[config.mk]
export PLATFORM = sky130hd
export DESIGN_NAME = trackball_quad_encoder
export DESIGN_NICKNAME = d
export VERILOG_FILES = /design/src/rtl/trackball_quad_encoder.sv
export SDC_FILE = /design/constraint.sdc
export NUM_CORES = 1
export LEC_CHECK = 0
export ABC_CLOCK_PERIOD_IN_PS = 4930
export BUFFER_PORTS_ARGS = -buffer_cell sky130_fd_sc_hd__buf_2
export CAP_MARGIN = 40
export CORE_MARGIN = 2
export CORE_UTILIZATION = 35
export DETAILED_ROUTE_END_ITERATION = 7
export GPL_ROUTABILITY_DRIVEN = 0
export GPL_TIMING_DRIVEN = 1
export SLEW_MARGIN = 30
export SYNTH_ARGS = -nofsm -noshare
export SYNTH_HDL_FRONTEND = slang
export SYNTH_SLANG_ARGS = --single-unit
[constraint.sdc]
create_clock -name clk_sys -period 4.93 [get_ports clk_sys]
set_input_delay 0 -clock clk_sys [delete_from_list [all_inputs] [get_ports clk_sys]]
set_output_delay 0 -clock clk_sys [all_outputs]
set_load 0.02 [all_outputs]
[src/rtl/trackball_quad_encoder.sv]
// trackball_quad_encoder
//
// Turns signed per-axis motion deltas into the step trains an arcade
// trackball or spinner input expects. Each axis accumulates incoming deltas
// and drains the accumulator one count per step opportunity. Each step
// advances a small phase counter that is decoded to either {dir, clk} or
// 2-bit Gray quadrature {a, b}.
//
// Build option:
//   TRACKBALL_GRAY_EN  defined   -> mode_i selects {dir,clk} (0) or Gray {a,b} (1)
//                      undefined -> mode_i is ignored, the output is always {dir,clk},
//                                   and the upper phase bit is not built
//
// Ports:
//   clk_sys      system clock
//   reset_n      asynchronous active-low reset (deassert synchronously to clk_sys)
//   delta_valid  one-cycle strobe that loads delta_i for all axes
//   delta_i      signed deltas, axis k at [k*DELTA_W +: DELTA_W]
//   invert_i     per-axis negate of the incoming delta
//   rate_i       step period minus one (0 = a step opportunity every cycle)
//   mode_i       0 = {dir, clk}, 1 = Gray {a, b}
//   clear_i      synchronous clear of the accumulators and the prescaler
//   quad_o       axis k at [2k+1:2k]
//   busy_o       accumulator of axis k is non-zero
//   sat_o        one-cycle pulse after axis k clamped on update

module trackball_quad_encoder #(
    parameter int AXES    = 2,
    parameter int ACC_W   = 12,
    parameter int DELTA_W = 9,
    parameter int DIV_W   = 8
) (
    input  logic                      clk_sys,
    input  logic                      reset_n,
    input  logic                      delta_valid,
    input  logic [AXES*DELTA_W-1:0]   delta_i,
    input  logic [AXES-1:0]           invert_i,
    input  logic [DIV_W-1:0]          rate_i,
    input  logic                      mode_i,
    input  logic                      clear_i,
    output logic [2*AXES-1:0]         quad_o,
    output logic [AXES-1:0]           busy_o,
    output logic [AXES-1:0]           sat_o
);

    // The sum acc + step + d is formed two bits wider than the accumulator so
    // that neither the largest delta nor the step can wrap before clamping.
    localparam int EXT_W = ACC_W + 2;
    localparam logic signed [EXT_W-1:0] ACC_MAX = {{3{1'b0}}, {(ACC_W-1){1'b1}}};
    localparam logic signed [EXT_W-1:0] ACC_MIN = -ACC_MAX;

`ifdef TRACKBALL_GRAY_EN
    localparam int PH_W = 2;
`else
    localparam int PH_W = 1;
    logic unused_mode_s;
    assign unused_mode_s = mode_i;
`endif

    logic [DIV_W-1:0] cnt_r;
    logic             tick_s;

    // A rate lowered below the running count yields an immediate tick.
    assign tick_s = (cnt_r >= rate_i);

    // Shared step-rate prescaler, restarted by clear.
    always_ff @(posedge clk_sys or negedge reset_n) begin
        if (!reset_n) begin
            cnt_r <= {DIV_W{1'b0}};
        end else if (clear_i) begin
            cnt_r <= {DIV_W{1'b0}};
        end else if (tick_s) begin
            cnt_r <= {DIV_W{1'b0}};
        end else begin
            cnt_r <= cnt_r + DIV_W'(1);
        end
    end

    for (genvar g = 0; g < AXES; g++) begin : g_axis
        logic signed [ACC_W-1:0]   acc_r;
        logic [PH_W-1:0]           phase_r;
        logic                      dir_r;
        logic                      sat_r;
        logic signed [DELTA_W-1:0] dk_s;
        logic signed [EXT_W-1:0]   d_s;
        logic signed [EXT_W-1:0]   step_s;
        logic signed [EXT_W-1:0]   sum_s;
        logic signed [ACC_W-1:0]   acc_next_s;
        logic                      clamp_s;
        logic                      step_up_s;
        logic                      step_dn_s;
        logic [1:0]                quad_s;

        assign dk_s = delta_i[g*DELTA_W +: DELTA_W];

        // Step decision from the registered accumulator, delta add and clamp.
        always_comb begin
            step_up_s  = tick_s && !acc_r[ACC_W-1] && (acc_r != {ACC_W{1'b0}});
            step_dn_s  = tick_s && acc_r[ACC_W-1];
            d_s        = {EXT_W{1'b0}};
            step_s     = {EXT_W{1'b0}};
            acc_next_s = acc_r;
            clamp_s    = 1'b0;
            if (delta_valid) begin
                if (invert_i[g]) begin
                    d_s = -EXT_W'(dk_s);
                end else begin
                    d_s = EXT_W'(dk_s);
                end
            end else begin
                d_s = {EXT_W{1'b0}};
            end
            // Positive motion drains downwards, negative motion upwards.
            if (step_up_s) begin
                step_s = {EXT_W{1'b1}};
            end else if (step_dn_s) begin
                step_s = EXT_W'(1);
            end else begin
                step_s = {EXT_W{1'b0}};
            end
            sum_s = EXT_W'(acc_r) + step_s + d_s;
            if (sum_s > ACC_MAX) begin
                acc_next_s = ACC_MAX[ACC_W-1:0];
                clamp_s    = 1'b1;
            end else if (sum_s < ACC_MIN) begin
                acc_next_s = ACC_MIN[ACC_W-1:0];
                clamp_s    = 1'b1;
            end else begin
                acc_next_s = sum_s[ACC_W-1:0];
                clamp_s    = 1'b0;
            end
        end

        // Per-axis state; clear empties the accumulator but holds phase and dir
        // so the output lines do not glitch.
        always_ff @(posedge clk_sys or negedge reset_n) begin
            if (!reset_n) begin
                acc_r   <= {ACC_W{1'b0}};
                phase_r <= {PH_W{1'b0}};
                dir_r   <= 1'b0;
                sat_r   <= 1'b0;
            end else if (clear_i) begin
                acc_r   <= {ACC_W{1'b0}};
                sat_r   <= 1'b0;
            end else begin
                acc_r <= acc_next_s;
                sat_r <= clamp_s;
                if (step_up_s) begin
                    dir_r   <= 1'b1;
                    phase_r <= phase_r + PH_W'(1);
                end else if (step_dn_s) begin
                    dir_r   <= 1'b0;
                    phase_r <= phase_r - PH_W'(1);
                end else begin
                    dir_r   <= dir_r;
                    phase_r <= phase_r;
                end
            end
        end

`ifdef TRACKBALL_GRAY_EN
        // Gray decode walks 00,01,11,10 as the phase counts up.
        assign quad_s = mode_i ? {phase_r[1], phase_r[1] ^ phase_r[0]}
                               : {dir_r, phase_r[0]};
`else
        assign quad_s = {dir_r, phase_r[0]};
`endif

        assign quad_o[2*g +: 2] = quad_s;
        assign busy_o[g]        = (acc_r != {ACC_W{1'b0}});
        assign sat_o[g]         = sat_r;
    end

endmodule

==> results of run 1 <==
[flip-flops by register name (all words and copies together) (netlist names)]
name and flops:
cnt_r 8, g_axis.dir_r 2, g_axis.sat_r 2, g_axis.acc_r 24
g_axis.phase_r 2
[worst paths after layout]
| path | slack, ns | from | to | cells past startpoint |
|---|---|---|---|---|
| min reg2reg | 0.47 | g_axis[1].phase_r | g_axis[1].phase_r | 1 |
| max | 0.23 | cnt_r[4] | g_axis[0].acc_r[5] | 20 |
| min | 0.12 | clear_i | g_axis[1].sat_r | 2 |
| max in group asynchronous | 4.33 | reset_n | cnt_r[3] | 3 |
| min in group asynchronous | 0.15 | reset_n | g_axis[0].sat_r | 2 |
| max reg2reg | 0.23 | cnt_r[4] | g_axis[0].acc_r[5] | 20 |
[routing by layer]
layer | GRT usage | routed length, µm
met1 | 0.195 | 4310
met2 | 0.294 | 5340
met3 | 0.0221 | 301
met4 | 0.0512 | 216
met5 | 0 | 0
[stage by stage]
stage	hold slack [ns]	area (µm²)	std cells	setup slack (ns)	total power, mW
after floorplan	-0.296	4090	443	0.128	1.48
final	0.118	5020	647	0.235	2.44
after CTS	0.0988	4750	637	0.0128	2.27
after detailed placement	-0.0683	4530	628	0.00154	1.81
after global placement	0.159	4510	627	0.0487	1.79
after global routing	0.134	5020	647	-0.0474	2.65
[logic make-up (layout without fill, tap and decap cells)]
| kind of cell | after synthesis | in the layout |
|---|---|---|
| fa+ha+maj | 63 | 63 |
| flops | 38 | 38 |
| simple gates | 141 | 141 |
| xor+xnor | 38 | 38 |
| mux | 5 | 5 |
| compound gates | 110 | 111 |
| buf+inv | 48 | 108 |
[worst register-to-register path, cell delays in order (launching register included)]
cell and delay (ns):
dfrtp_1 0.39, ha_1 0.30, and4_1 0.19, o21ai_0 0.10, nor2_1 0.10, o31ai_1 0.08
nand2b_1 0.14, nand2_2 0.07, or2_2 0.32, fa_1 0.51, inv_1 0.04, ha_1 0.24
fa_2 0.38, a21o_1 0.23, a221oi_2 0.30, o21ai_1 0.13, xnor2_1 0.21, nand4_1 0.18
o31ai_4 0.37, a21o_4 0.21, o21ai_1 0.07
[cell usage in the layout (no fill, tap or decap), types with 6 or more instances in the layout]
| cell | synthesis | layout |
|---|---|---|
| buf_2 | 1 | 39 |
| nor2_1 | 38 | 38 |
| dfrtp_1 | 38 | 38 |
| inv_1 | 34 | 32 |
| ha_1 | 35 | 28 |
| fa_1 | 28 | 26 |
| buf_4 | 6 | 23 |
| o21ai_0 | 23 | 22 |
| nand2_1 | 21 | 20 |
| xnor2_1 | 20 | 19 |
| a21oi_1 | 16 | 15 |
| and2_1 | 14 | 14 |
| xor2_1 | 15 | 14 |
| nand3_1 | 12 | 12 |
| nand2b_1 | 11 | 10 |
| o21a_1 | 10 | 10 |
| a21o_1 | 8 | 8 |
| o21ai_1 | 7 | 8 |
| nor4_1 | 9 | 7 |
| nor2b_1 | 6 | 6 |
[cells in the mapped netlist, types with 2 or more instances]
cell	number
o21bai_1	3
xor2_1	15
nor2b_1	6
clkbuf_1	6
a31oi_1	5
and2_1	14
o21a_1	10
nand4_1	5
o211ai_1	4
or2_2	5
dfrtp_1	38
o21ai_0	23
a21o_1	8
inv_1	34
nor3b_1	2
o21ai_1	7
nand2_1	21
a221oi_1	2
mux2i_1	5
or3_1	2
nand3_1	12
buf_4	6
fa_1	28
o31ai_1	7
a211oi_1	4
xnor3_1	2
a21boi_0	2
and3_1	5
nor4_1	9
nor3_1	4
nand2b_1	11
o41ai_1	2
nor2_1	38
a21oi_1	16
xnor2_1	20
ha_1	35
[cell type report]
| class | instances | share of cell area |
|---|---|---|
| well taps | 143 | 0.0357 |
| flip-flops and latches | 38 | 0.189 |
| repair buffers | 66 | 0.0838 |
| clock inverters | 3 | 0.0137 |
| clock buffers | 5 | 0.0249 |
| multi-input cells | 358 | 0.627 |
| inverters | 34 | 0.0254 |
[timing repair]
| item | 4_1_cts | 5_1_grt |
|---|---|---|
| gates resized for setup | 2 | 39 |
| gates cloned | 0 | 1 |
| endpoints found under the hold margin | 38 | 0 |
| hold buffers | 1 | 0 |
| setup endpoints to repair | 10 | 24 |
| setup buffers | 0 | 9 |
| pin swaps | 0 | 27 |
[report_power, final]
group | internal, mW | switching [mW] | total [mW]
registers | 0.424 | 0.109 | 0.534
logic | 0.665 | 0.815 | 1.48
clock network | 0.291 | 0.136 | 0.427
==> metrics, run 1 <==
sort of element at the start of the critical path register; syn avg cell area 9.23 µm²; antenna violations before repair 0; number of library cell types mapped by synthesis 63; kind of end point of the critical path register; final global-route overflow total 0; required time of the worst setup path 5.10 ns; post-synthesis xor/xnor area fraction 0.0900; Yosys top cell area share 0.233; net count of the mapped netlist 539; area of the core region 11400 µm²; critical-path maximum fanout 5; summed instance area of the synthesized netlist 4090 µm²; wire length of the first global-routing pass 16600 µm; y dimension of the die 112 µm; count of antenna-violating nets left after detailed routing 0; P&R area growth vs syn 22.7%; most frequently used flop master after synthesis dfrtp_1; Initial Util 0.358; max-cap check violation count 0; buffers and inverters on the worst path 1; Die Footprint 12600 µm²; multiplexer fraction of the synthesized cell area 0.0122; simple-gate share of the synthesized area 0.182; total of endpoints with negative setup slack in the final report 0; clk sinks 38; Core Rows 39; top achievable clock speed 213 MHz; number of antenna diodes 0; Fillers 1108; family with the most delay on the worst path compound AO/OA/AOI/OAI gates; static power due to leakage 2.41 nW; largest cells by area after synthesis dfrtp_1 23%, fa_1 14%, ha_1 11%; clock transition at the registers of the reported paths 0.06 ns; DRC violation total after the first TritonRoute iteration 139; fin. max-slew vios 0; combinational family with the most area after synthesis adder cells; global routing usage summed across all routing layers 0.161; delay of the slowest critical-path stage 0.51 ns; Min Clock Period, post-route 4.70 ns; post-synthesis register bit count 38; worst supply voltage drop on vdd 0.221 mV; adder-cell share of the synthesized area 0.244; Core Util, Final 0.440; H-tree depth reported by CTS 2; Post-Route WL 10200 µm; root buffer selected by CTS clkbuf_16; Initial DRT Pass Iterations 6; vias per std cell 5.24; Clock Skew 0.00607 ns; Synthesis Warnings 0; vias in the first global route 3461; part of the Yosys area used for sequential elements 0.233; clock tree from TritonCTS done; worst relative slew slack 0.673; number of buffers between clock root and the deepest sink 2; Post-synth EDFFs 0; area taken by multi-input logic gates 3150 µm²; transition at the pin with the smallest max-transition slack 0.485 ns; pin count of the biggest net entering global routing 27; flip-flop and latch area 951 µm²; async set-or-reset flop fraction in the synthesized netlist 1.00; category of the most critical setup path reg2reg; post-detailed-route DRC marker count 0; total vias in the final route 3393; endpoint arrival time on the critical path 4.86 ns; run status complete, no violations; CP Cell Sequence ha_1 > and4_1 > o21ai_0 > nor2_1 > o31ai_1 > nand2b_1 > nand2_2 > or2_2 > fa_1 > inv_1 > ha_1 > fa_2 > a21o_1 > a221oi_2 > o21ai_1 > xnor2_1 > nand4_1 > o31ai_4 > a21o_4 > o21ai_1; post-synthesis compound-gate area fraction 0.189; share of final-layout standard cells stronger than drive strength 1 0.238; number of buffers added on ports 39; final period utilization 0.952; hold crit path type in2reg; Worst path slowest cell fa_1; post-detailed-placement half-perimeter wirelength 8010 µm; cell taking the most area after synthesis dfrtp_1; TritonCTS buffer count 5; pwr dens 486 nW/µm²; clock latency on the worst-skew pair 0.29 ns; final net count 599; number of cells produced by synthesis 443; width of the die 112 µm; mean routed wirelength per cell 15.7 µm; TNS Setup 0 ns; Top-Level Pins 41; endpoints failing hold 0
(Power assumes the default switching activity.)
==> run 2: changes to the inputs <==
CAP_MARGIN = 10   (was 40)
CORE_UTILIZATION = 55   (was 35)
PLACE_DENSITY = 0.78   (was unset)
==> run 2 against run 1 <==
Against the previous run:
- hold slack worse by 0.030 ns
- clock skew up 0.00093 ns
- non-clock buffer count is 15 lower
- sequential cell count did not move
- worst setup slack lost 0.0042 ns
- clock-buffer cell count grew 1
- highest routed layer unchanged
- combinational power down 6%
- critical path depth unchanged
==> metrics, run 2 (synthesis gave the netlist of run 1 again) <==
run status complete, no violations; clock transition at the registers of the reported paths 0.08 ns; Initial DRT Pass Iterations 4; endpoint arrival time on the critical path 4.86 ns; Initial Util 0.567; flip-flop and latch area 951 µm²; post-place setup slack 0.0615 ns; fin. max-slew vios 0; final period utilization 0.953; root buffer selected by CTS clkbuf_8; wire length of the first global-routing pass 15500 µm; global routing usage summed across all routing layers 0.231; Post-CTS Setup Inserts 0; share of final-layout standard cells stronger than drive strength 1 0.204; pin count of the biggest net entering global routing 39; source of the worst register-to-register timing path cnt_r[5]; number of antenna diodes 0; Setup WS post-layout 0.231 ns; total vias in the final route 3410; antenna violations before repair 0; most frequent standard cell in the layout excluding fill and tap cells buf_2; clock latency on the worst-skew pair 0.29 ns; Clock Skew 0.00700 ns; Core Rows 31; Post-Layout Cell Count 588; hold crit path type in2reg; worst supply voltage drop on vdd 0.186 mV; length in cells of the worst reg-to-reg path 20; vias in the first global route 3367; post-detailed-placement half-perimeter wirelength 7490 µm; P&R area growth vs syn 14.8%; required time of the worst setup path 5.09 ns; critical-path maximum fanout 5; worst relative slew slack 0.432; width of the die 90.2 µm; largest register by flop count g_axis.acc_r; area taken by multi-input logic gates 3090 µm²; Critical Path Sink g_axis[0].acc_r[9]; r2r setup slk 0.23 ns; Post-Route WL 9440 µm; Min Clock Period, post-route 4.70 ns; kind of end point of the critical path register; Tot Pwr 2.15 mW; leading cell types in the layout, fill and taps excluded 39 x buf_2, 38 x nor2_1, 38 x dfrtp_1; area of the core region 7210 µm²; DRC violation total after the first TritonRoute iteration 220; HP Start clear_i; number of placed cells counting well taps 578; max-cap check violation count 0; pwr dens 457 nW/µm²; TritonCTS buffer count 5; post-detailed-route DRC marker count 0; transition at the pin with the smallest max-transition slack 0.852 ns; static power due to leakage 2.25 nW; vias per std cell 5.80; endpoints failing hold 0; Top-Level Pins 41; mean routed wirelength per cell 16.0 µm; sort of element at the start of the critical path register; top achievable clock speed 213 MHz; category of the most critical setup path reg2reg; H-tree depth reported by CTS 2; final global-route overflow total 0; registers with the most flip-flops g_axis.acc_r: 24 flops, cnt_r: 8 flops; Fillers 599; Die Footprint 8140 µm²; number of buffers between clock root and the deepest sink 2; final net count 584; Largest register FFs 24; clk sinks 38; number of buffers added on ports 39; clock tree from TritonCTS done; destination of the worst register-to-register timing path g_axis[0].acc_r[9]; count of antenna-violating nets left after detailed routing 0; CP startpoint cnt_r[5]; total of endpoints with negative setup slack in the final report 0; y dimension of the die 90.2 µm
==> run 2: changes by cell type in the layout (fill, tap and decap cells not counted), moves of 3 or more <==
cell / delta
clkbuf_16: -5
ha_2: +3
clkbuf_8: +6
ha_4: -3
buf_4: -14
==> run 2: what timing repair did <==
| item | in CTS | in global routing |
|---|---|---|
| endpoints found under the setup margin | 1 | 24 |
| pin swaps | 0 | 16 |
| endpoints found under the hold margin | 38 | 0 |
| resized for setup | 1 | 31 |
| hold buffers | 1 | 0 |
| cloned | 0 | 1 |
==> run 2: through the flow <==
stage / instance area (µm²) / util / hold WS (ns) / setup TNS [ns]
4_1_cts: 4540 / 0.629 / 0.0734 / 0
5_1_grt: 4690 / 0.651 / 0.100 / -0.0165
6_report: 4690 / 0.651 / 0.0880 / 0
3_3_place_gp: 4430 / 0.613 / 0.144 / 0
3_5_place_dp: 4430 / 0.613 / 0.154 / 0
2_1_floorplan: 4090 / - / -0.296 / 0
==> run 2: critical path, stage by stage, from the launching register on <==
cell	delay, ns
dfrtp_1	0.42
ha_1	0.31
and4_1	0.17
o21ai_0	0.09
nor2_1	0.11
o31ai_1	0.08
nand2b_1	0.11
nand2_1	0.10
or2_2	0.34
fa_1	0.52
inv_1	0.05
ha_2	0.21
fa_2	0.37
a21o_1	0.22
a221oi_2	0.31
o21ai_1	0.13
xnor2_1	0.24
nand4_1	0.18
o31ai_4	0.35
a21o_4	0.20
o21ai_1	0.07
==> run 2: routing by layer <==
| layer | part of all wire | wire [µm] | GRT usage |
|---|---|---|---|
| met1 | 0.44 | 4160 | 0.306 |
| met2 | 0.50 | 4670 | 0.395 |
| met3 | 0.044 | 412 | 0.0419 |
| met4 | 0.020 | 189 | 0.0590 |
| met5 | 0 | 0 | 0 |
==> run 2: layout make-up <==
type | instances | share of cell area
clock buffers | 6 | 0.0176
repair buffers | 51 | 0.0648
multi-input cells | 358 | 0.659
flip-flops and latches | 38 | 0.203
inverters | 34 | 0.0272
clock inverters | 2 | 0.00267
well taps | 99 | 0.0264
==> run 2: how the worst min path moves through the flow <==
stage / end / slack [ns] / cells past startpoint
floorplan: cnt_r[0] / -0.30 / 0
global placement: cnt_r[0] / 0.14 / 1
detailed placement: cnt_r[4] / 0.15 / 1
CTS: g_axis[1].sat_r / 0.07 / 2
global route: g_axis[1].sat_r / 0.10 / 2
finish: g_axis[1].sat_r / 0.09 / 2
==> run 2: power by group <==
part           leakage (nW)  internal (mW)  switching, mW
Sequential            0.479          0.423          0.101
Clock                0.0472          0.113          0.115
Combinational          1.73          0.593          0.801
==> run 3: changes to the inputs <==
CORE_UTILIZATION = 30   (was 55)
PLACE_DENSITY = unset   (was 0.78)
==> run 3 against run 2 <==
Against the previous run:
- hold slack gained 0.013 ns
- total power grew 13%
- clock-buffer cell count shrank 1
- critical endpoint is now g_axis[1].acc_r[10]
==> metrics, run 3 (synthesis gave the netlist of run 1 again) <==
global routing usage summed across all routing layers 0.144; largest register by flop count g_axis.acc_r; CP Cell Sequence inv_1 > ha_1 > nand2b_1 > a211oi_2 > nor2_1 > o31ai_1 > nand2b_1 > nand2_2 > or2_4 > clkinvlp_4 > buf_4 > fa_1 > ha_4 > a21o_1 > a221oi_2 > o221ai_2 > a31oi_2 > xnor3_2 > a31oi_4 > or2_4 > o21ai_0; number of buffers added on ports 39; mean routed wirelength per cell 15.5 µm; Largest register FFs 24; root buffer selected by CTS clkbuf_16; count of antenna-violating nets left after detailed routing 0; endpoints failing hold 0; number of antenna diodes 0; Tot Pwr 2.42 mW; clock latency on the worst-skew pair 0.29 ns; width of the die 121 µm; registers with the most flip-flops g_axis.acc_r: 24 flops, cnt_r: 8 flops; Hold Path Cell Cnt 2; total vias in the final route 3487; TritonCTS buffer count 5; y dimension of the die 121 µm; endpoint arrival time on the critical path 4.83 ns; kind of end point of the critical path register; required time of the worst setup path 5.09 ns; category of the most critical setup path reg2reg; Post-Route WL 10600 µm; delay of the slowest critical-path stage 0.55 ns; Initial DRT Pass Iterations 4; worst relative slew slack 0.643; H-tree depth reported by CTS 2; Top-Level Pins 41; family with the most delay on the worst path compound AO/OA/AOI/OAI gates; clock tree from TritonCTS done; vias per std cell 5.11; critical-path maximum fanout 7; static power due to leakage 2.40 nW; run status complete, no violations; transition at the pin with the smallest max-transition slack 0.529 ns; Worst path slowest cell fa_1; Initial Util 0.308; HP Start clear_i; final net count 601; sort of element at the start of the critical path register; top achievable clock speed 214 MHz; antenna violations before repair 0; post-detailed-placement half-perimeter wirelength 8220 µm; fin. max-slew vios 0; post-detailed-route DRC marker count 0; vias in the first global route 3463; total of endpoints with negative setup slack in the final report 0; Core Util, Final 0.381; share of final-layout standard cells stronger than drive strength 1 0.247; Clock Skew 0.00555 ns; P&R area growth vs syn 23.9%; Min Clock Period, post-route 4.67 ns; Core Rows 42; endpoint of the worst hold path g_axis[1].sat_r; area of the core region 13300 µm²; pin count of the biggest net entering global routing 39; final period utilization 0.947; clk sinks 38; hold crit path type in2reg; destination of the worst register-to-register timing path g_axis[1].acc_r[10]; source of the worst register-to-register timing path cnt_r[0]; clock transition at the registers of the reported paths 0.06 ns; length in cells of the worst reg-to-reg path 21; pwr dens 479 nW/µm²; wire length of the first global-routing pass 16900 µm; leading cell types in the layout, fill and taps excluded 38 x nor2_1, 38 x buf_2, 37 x dfrtp_1; Die Footprint 14600 µm²; final global-route overflow total 0; r2r setup slk 0.26 ns; max-cap check violation count 0; DRC violation total after the first TritonRoute iteration 131; buffers and inverters on the worst path 3; number of buffers between clock root and the deepest sink 2; worst supply voltage drop on vdd 0.188 mV; Fillers 1314
## run 3: cell types whose count changed in the layout (fill, tap and decap cells not counted), sizes merged
cell    before  now
inv         34   33
buf         50   67
clkbuf       6    5
bufinv       0    2
## run 3: how the worst max path moves through the flow
| stage | slack [ns] | startpoint | cells after the start | to |
|---|---|---|---|---|
| 2_1_floorplan | 0.13 | cnt_r[5] | 19 | g_axis[1].acc_r[4] |
| 3_3_place_gp | 0.11 | cnt_r[4] | 21 | g_axis[1].acc_r[4] |
| 3_5_place_dp | -0.01 | cnt_r[3] | 20 | g_axis[1].acc_r[10] |
| 4_1_cts | 0.03 | cnt_r[0] | 21 | g_axis[1].acc_r[4] |
| 5_1_grt | -0.04 | cnt_r[0] | 22 | g_axis[1].acc_r[10] |
| 6_report | 0.26 | cnt_r[0] | 21 | g_axis[1].acc_r[10] |
## run 3: report_power, final
part | internal, mW | leakage (nW) | switching, mW
sequential | 0.424 | 0.478 | 0.108
combinational | 0.642 | 1.83 | 0.821
clock | 0.291 | 0.0940 | 0.138
total | 1.36 | 2.40 | 1.07
## run 3: layout make-up
| cell class | count | area (µm²) | area share |
|---|---|---|---|
| clock buffers | 5 | 125 | 0.0247 |
| clock inverters | 3 | 68.8 | 0.0136 |
| inverters | 34 | 131 | 0.0259 |
| multi-input cells | 358 | 3130 | 0.618 |
| flip-flops and latches | 38 | 952 | 0.188 |
| well taps | 176 | 220 | 0.0435 |
| repair buffers | 68 | 438 | 0.0865 |
## run 3: repair_timing
item | CTS | global route
pin swaps | 0 | 19
hold endpoints to repair | 38 | 0
resized for setup | 4 | 38
setup buffers | 0 | 9
cloned | 0 | 1
hold buffers | 1 | 0
endpoints found under the setup margin | 8 | 25
## run 3: metal layers
| layer | vias to the layer above | global-route usage | routed length, µm |
|---|---|---|---|
| met5 | - | 0 | 0 |
| met4 | 0 | 0.0422 | 189 |
| met3 | 16 | 0.0222 | 375 |
| met2 | 65 | 0.245 | 5180 |
| met1 | 1722 | 0.189 | 4830 |
| li1 | 1684 | - | - |
## run 3: per-stage QoR
stage | setup slack [ns] | area [µm²] | cells | hold slack (ns) | TNS [ns]
4_1_cts | 0.0307 | 4810 | 672 | 0.0835 | 0
2_1_floorplan | 0.128 | 4090 | 443 | -0.296 | 0
3_5_place_dp | -0.0133 | 4580 | 663 | 0.182 | -0.0133
3_3_place_gp | 0.106 | 4580 | 663 | 0.179 | 0
5_1_grt | -0.0373 | 5060 | 682 | 0.138 | -0.132
6_report | 0.260 | 5060 | 682 | 0.101 | 0
## run 3: worst reg2reg max path, stage by stage (launching register included)
cell and delay (ns):
dfrtp_1 0.35, inv_1 0.05, ha_1 0.25, nand2b_1 0.15
a211oi_2 0.20, nor2_1 0.07, o31ai_1 0.24, nand2b_1 0.14
nand2_2 0.09, or2_4 0.14, clkinvlp_4 0.15, buf_4 0.18
fa_1 0.55, ha_4 0.24, a21o_1 0.19, a221oi_2 0.34
o221ai_2 0.17, a31oi_2 0.21, xnor3_2 0.40, a31oi_4 0.17
or2_4 0.18, o21ai_0 0.09
